--- config.mk ---
export PLATFORM = sky130hd
export DESIGN_NAME = sn_count
export DESIGN_NICKNAME = d
export VERILOG_FILES = /design/src/rtl/sn_count.sv
export SDC_FILE = /design/constraint.sdc
export NUM_CORES = 1
export LEC_CHECK = 0
export CORE_MARGIN = 2
export CORE_UTILIZATION = 41
export DETAILED_ROUTE_END_ITERATION = 10
export GPL_ROUTABILITY_DRIVEN = 0
export GPL_TIMING_DRIVEN = 0
export PLACE_DENSITY_LB_ADDON = 0.3
export SLEW_MARGIN = 25
export SYNTH_ARGS = -nofsm -noshare
export SYNTH_HDL_FRONTEND = slang
export SYNTH_SLANG_ARGS = --single-unit
--- constraint.sdc ---
create_clock -name CLK -period 5.37 [get_ports CLK]
set_clock_uncertainty 0.2 [all_clocks]
set_input_delay 0.537 -clock CLK [delete_from_list [all_inputs] [get_ports CLK]]
set_output_delay 0.537 -clock CLK [all_outputs]
set_load 0.1 [all_outputs]
--- src/rtl/sn_count.sv ---
// sn_count: stochastic-to-binary converter for a dual-rail (P/N) bitstream.
// Counts ones on each rail over a programmable window of enabled samples and
// reports the unipolar P count plus the signed bipolar difference P-N.
module sn_count #(
    parameter int CNT_W       = 24,
    parameter int DEFAULT_LEN = 1024
) (
    input  logic        CLK,
    input  logic        RST,
    input  logic        EN,
    input  logic [31:0] DATA_IN,
    input  logic        LEN_WE,
    input  logic        START,
    input  logic        SN_IN_P,
    input  logic        SN_IN_N,
    input  logic        RESULT_RE,
    output logic        BUSY,
    output logic        DONE,
    output logic [31:0] RESULT_P,
    output logic [31:0] RESULT
);

    typedef enum logic [1:0] {
        ST_IDLE = 2'd0,
        ST_RUN  = 2'd1,
        ST_DONE = 2'd2
    } state_t;

    state_t           r_state;
    logic [CNT_W-1:0] r_len;
    logic [CNT_W-1:0] r_rem;
    logic [CNT_W-1:0] r_cnt_p;
    logic [CNT_W-1:0] r_cnt_n;
    logic             r_busy;
    logic             r_done;
    logic [31:0]      r_result_p;
    logic [31:0]      r_result;

    logic [CNT_W-1:0] w_sum_p;
    logic [CNT_W-1:0] w_sum_n;
    logic [CNT_W:0]   w_diff;
    logic [CNT_W-1:0] w_start_len;
    logic             w_unused_data;

    // Upper write-data bits carry no meaning for the window length.
    assign w_unused_data = ^DATA_IN[31:CNT_W];

    // Final counts including the current sample, their signed difference,
    // and the length a START in IDLE/DONE would latch (a same-cycle LEN_WE wins).
    always_comb begin
        w_sum_p     = r_cnt_p + {{(CNT_W-1){1'b0}}, SN_IN_P};
        w_sum_n     = r_cnt_n + {{(CNT_W-1){1'b0}}, SN_IN_N};
        w_diff      = {1'b0, w_sum_p} - {1'b0, w_sum_n};
        w_start_len = LEN_WE ? DATA_IN[CNT_W-1:0] : r_len;
    end

    // Window control FSM with counters and registered status/result outputs.
    always_ff @(posedge CLK) begin
        if (RST) begin
            r_state    <= ST_IDLE;
            r_len      <= CNT_W'(DEFAULT_LEN);
            r_rem      <= {CNT_W{1'b0}};
            r_cnt_p    <= {CNT_W{1'b0}};
            r_cnt_n    <= {CNT_W{1'b0}};
            r_busy     <= 1'b0;
            r_done     <= 1'b0;
            r_result_p <= 32'd0;
            r_result   <= 32'd0;
        end else begin
            case (r_state)
                ST_IDLE, ST_DONE: begin
                    if (LEN_WE) begin
                        r_len <= DATA_IN[CNT_W-1:0];
                    end
                    if (START) begin
                        r_cnt_p <= {CNT_W{1'b0}};
                        r_cnt_n <= {CNT_W{1'b0}};
                        r_rem   <= w_start_len;
                        if (w_start_len != {CNT_W{1'b0}}) begin
                            r_state <= ST_RUN;
                            r_busy  <= 1'b1;
                            r_done  <= 1'b0;
                        end else begin
                            // Empty window completes immediately with zero results.
                            r_state    <= ST_DONE;
                            r_busy     <= 1'b0;
                            r_done     <= 1'b1;
                            r_result_p <= 32'd0;
                            r_result   <= 32'd0;
                        end
                    end else if ((r_state == ST_DONE) && RESULT_RE) begin
                        r_state <= ST_IDLE;
                        r_done  <= 1'b0;
                    end
                end
                ST_RUN: begin
                    if (START) begin
                        // Abort and restart; this cycle's sample is discarded.
                        r_cnt_p <= {CNT_W{1'b0}};
                        r_cnt_n <= {CNT_W{1'b0}};
                        r_rem   <= r_len;
                    end else if (EN) begin
                        if (r_rem == {{(CNT_W-1){1'b0}}, 1'b1}) begin
                            r_state    <= ST_DONE;
                            r_busy     <= 1'b0;
                            r_done     <= 1'b1;
                            r_rem      <= {CNT_W{1'b0}};
                            r_cnt_p    <= w_sum_p;
                            r_cnt_n    <= w_sum_n;
                            r_result_p <= {{(32-CNT_W){1'b0}}, w_sum_p};
                            r_result   <= {{(32-CNT_W-1){w_diff[CNT_W]}}, w_diff};
                        end else begin
                            r_cnt_p <= w_sum_p;
                            r_cnt_n <= w_sum_n;
                            r_rem   <= r_rem - {{(CNT_W-1){1'b0}}, 1'b1};
                        end
                    end
                end
                default: begin
                    r_state <= ST_IDLE;
                    r_busy  <= 1'b0;
                    r_done  <= 1'b0;
                end
            endcase
        end
    end

    assign BUSY     = r_busy;
    assign DONE     = r_done;
    assign RESULT_P = r_result_p;
    assign RESULT   = r_result;

endmodule

==> results.txt <==
----------------------------------------------------
[Outcome]
  Result of the run ... complete, no violations

[Detailed routing]
  Post-detailed-route DRC marker count ... 0
  Total length of routed wires ... 24,900 um
  Number of DRC markers after the initial detailed-route iteration ... ~840
  Vias after detailed routing ... 8,204
  Routed length per instance ... 16.9 um
  Number of detailed-routing iterations run before antenna repair ... 6
  Per-cell via count in the routed design ... between 5 and 6
  Residual antenna-violating net count after detailed routing ... 0

[Worst hold path]
  Hold wc startpoint ... RESULT[15]
  Cell depth of the worst hold path ... 2
  Path class of the lowest-slack min-delay path ... flop to flop
  Worst Hold Path EP ... RESULT[15]

[Finish]
  Number of antenna repair diodes ... 0
  Share of post-route cells with drive strength above 1 ... under 10%
  Number of non-filler instances in the completed layout ... roughly 1.5k
  Nets@finish ... 1,262
  Area Overhead vs Synth ... 21.9%

[Worst setup path]
  Crit path DAT ... 4.74 ns
  Kind of end point of the critical path ... flop
  Required time at the endpoint of the critical path ... 5.48 ns
  Worst Reg2Reg Path Length in Cells ... 16
  CP Launch Type ... input port
  Launch point of the worst path ... SN_IN_P
  FF-to-FF End ... RESULT[22]
  Critical path class ... input port to flop
  Reg2Reg Launch Point ... r_cnt_p[1]
  Largest fanout of any net on the critical path ... 5
  FF-to-FF setup slack ... 0.96 ns

[Timing]
  Total negative slack for setup checks ... 0 ns
  Setup ws final ... 0.745 ns
  Rel. slew slack ... 32.9%
  Final clock period utilization by the worst path ... between 80 and 90%
  Final Slew Violations ... 0
  Achievable clock frequency ... 0.216 GHz
  Worst slack on hold paths ... 0.244 ns
  Final Hold Vio Count ... 0
  Setup violation total in the final timing report ... 0
  Crit path time final ... 4.63 ns
  Setup repair after global routing missed its margin ... no
  Measured slew at the worst slew-check pin ... about 1 ns

[Logic synthesis]
  Synth warnings ... 0
  Primary flip-flop cell chosen by synthesis mapping ... dfxtp_1
  Netlist area before placement ... 0.00838 mm^2
  Syn Area/Cell ... 7.78 um^2
  Post-synthesis sequential area ratio ... 35.4%
  Register bit total from synthesis ... 148
  Count of distinct cell types in the synthesized netlist ... 66
  Number of enable-type register cells in the synthesized netlist ... 0
  Syn Inst Count ... 1,076
  Fraction of registers with async set or reset after synthesis ... 0%

[Clocking]
  Deepest clock path buffer count ... 2
  Insertion delay to the later sink of the worst-skew pair ... 0.44 ns
  Number of buffers inserted during clock tree synthesis ... 17
  Clock transition at the registers of the reported paths ... about 0.06 ns
  CTS root buffer ... clkbuf_16
  # hold bufs at CTS ... 0
  Number of post-CTS setup repair buffers ... 0
  Maximum level of the CTS H-tree ... 4
  TritonCTS clock tree ... done
  Num Clock Sinks ... 148
  # resized after CTS ... 0

[Floorplanning]
  Count of standard-cell rows ... 52
  Number of placed I/O pins ... 106
  Die area ... 0.0216 mm^2
  Die X-Extent ... 147 um
  Die Y ... 147 um
  Effective utilization at floorplan ... 41.5%
  Core region area ... a little over 0.02 mm^2

[Global route]
  Initial antenna violation count ... 0
  Number of global-route vias before repair ... 7,662
  Pin count of the biggest net entering global routing ... 17
  First-pass GRT wire length ... 39,900 um
  Overall overflow remaining after global route ... 0
  Total routing usage reported by global routing ... between 20% and 30%

[Power]
  Pleak ... 3.90 nW
  Total power consumption of the routed design ... 2.77 mW
  Max IR drop VDD ... 0.000231 V
  Pwr/cell area ... 271 mW/mm^2

[Placed design]
  Input/output buffers ... just under 90
  HPWL reported at the end of detailed placement ... 18,600 um
  Setup slack after placement ... 0.301 ns
  Placed Instances ... 1,442

[Flow run]
  MaxCap Viol Count ... 0

----------------------------------------------------
[flip-flops by register name, indices dropped and copies added, names as in the netlist]
name / count
RESULT: 25
RESULT_P: 24
r_cnt_n: 24
r_cnt_p: 24
r_len: 24
r_rem: 24
r_state: 2
BUSY: 1
[final cells by class]
cell class / instances / area, um^2
multi-input cells: 837 / 4990
clock inverters: 13 / 134
repair buffers: 89 / 891
well taps: 270 / 338
inverters: 20 / 76.3
plain buffers: 78 / 374
clock buffers: 18 / 439
fillers: 2006 / 9960
flip-flops and latches: 148 / 2960
[report_power, final]
part	switching (mW)	total, mW	internal, mW
sequential	0.0296	1.16	1.13
clock	0.488	1.18	0.691
combinational	0.289	0.434	0.145
[worst max path at each step]
stage / to / slack (ns) / depth (start not counted)
floorplan: RESULT[16] / 1.67 / 15
global placement: RESULT[22] / 0.24 / 17
detailed placement: RESULT[22] / 0.30 / 17
CTS: RESULT[22] / 0.75 / 17
global route: RESULT[22] / 0.56 / 17
finish: RESULT[22] / 0.74 / 17
[kinds of logic after synthesis]
logic type               count (synthesis)  share of synthesized area, %
AND/OR/NAND/NOR                        424                          24.1
AO/OA/AOI/OAI                          302                          22.6
flip-flops                             148                          35.4
buffers and inverters                   98                          5.38
XOR/XNOR                                70                          7.54
adder cells (fa/ha/maj)                 31                          4.72
multiplexers                             2                         0.239
other                                    1                        0.0448
[cell usage after synthesis (3+ instances only)]
| library cell | instances | share of area, % |
|---|---|---|
| a211oi_1 | 10 | 0.90 |
| a21o_1 | 18 | 1.6 |
| a21oi_1 | 93 | 5.6 |
| a221o_1 | 6 | 0.72 |
| a221oi_1 | 3 | 0.31 |
| a222oi_1 | 8 | 0.96 |
| a22oi_1 | 65 | 5.8 |
| a31oi_1 | 12 | 0.90 |
| and2_0 | 3 | 0.22 |
| and2_1 | 4 | 0.30 |
| and3_1 | 20 | 1.5 |
| buf_1 | 4 | 0.18 |
| buf_2 | 7 | 0.42 |
| buf_4 | 15 | 1.3 |
| clkbuf_1 | 49 | 2.2 |
| dfxtp_1 | 148 | 35 |
| ha_1 | 30 | 4.5 |
| inv_1 | 19 | 0.85 |
| nand2_1 | 117 | 5.2 |
| nand2b_1 | 11 | 0.82 |
| nand3_1 | 22 | 1.3 |
| nand3_2 | 3 | 0.36 |
| nand4_1 | 9 | 0.67 |
| nor2_1 | 155 | 6.9 |
| nor2b_1 | 5 | 0.37 |
| nor3_1 | 25 | 1.5 |
| nor3_2 | 4 | 0.48 |
| nor4_1 | 17 | 1.3 |
| o21ai_0 | 56 | 3.3 |
| o21ai_1 | 12 | 0.72 |
| o21bai_1 | 4 | 0.36 |
| or3_1 | 8 | 0.60 |
| or4_1 | 3 | 0.27 |
| xnor2_1 | 37 | 3.9 |
| xor2_1 | 32 | 3.3 |
[per-layer routing]
layer | global-route usage, % | part of all wire [%]
met1 | 30.3 | 45
met2 | 38.7 | 47
met3 | 4.19 | 6.1
met4 | 9.52 | 2.9
met5 | 0 | 0
[through the flow]
stage	utilization, %	area, um^2
after global routing	50.6	10200
final	50.6	10200
after floorplan	-	8400
after global placement	47.7	9630
after CTS	50.6	10200
after detailed placement	47.7	9630
[worst max-delay path: stages]
cell	delay, ns
clkdlybuf4s50_1	0.50
ha_1	0.20
nand3_1	0.09
nor2_1	0.36
and3_1	0.28
and3_1	0.26
xor2_1	0.23
ha_1	0.31
a21o_1	0.19
a21oi_1	0.34
nand2b_1	0.16
a31oi_1	0.12
nor4_1	0.38
o31ai_1	0.20
a31oi_1	0.34
xnor2_1	0.17
o21ai_1	0.07
[placed cells by master, fill, tap and decap left out, types with 5 or more instances in the layout]
master           netlist  final
a211oi_1              10     10
a222oi_1               8      8
o21ai_0               56     56
nor2b_1                5      5
a22oi_1               65     65
clkbuf_16              0     17
inv_1                 19     19
nor4_1                17     17
clkdlybuf4s50_1        0     89
a31oi_1               12     12
clkinv_2               1      6
nand4_1                9      9
a221o_1                6      6
a21oi_1               93     93
conb_1                 1      8
nor3_2                 4      5
clkbuf_1              49     49
o21ai_1               12     12
nand2_1              117    117
nor3_1                25     24
buf_2                  7      7
ha_1                  30     30
nand2b_1              11     11
buf_4                 15     15
or3_1                  8      8
dfxtp_1              148    148
xor2_1                32     32
a21o_1                18     18
and3_1                20     20
xnor2_1               37     37
nor2_1               155    155
nand3_1               22     22
No activity file was read; power rests on OpenSTA's default activity.
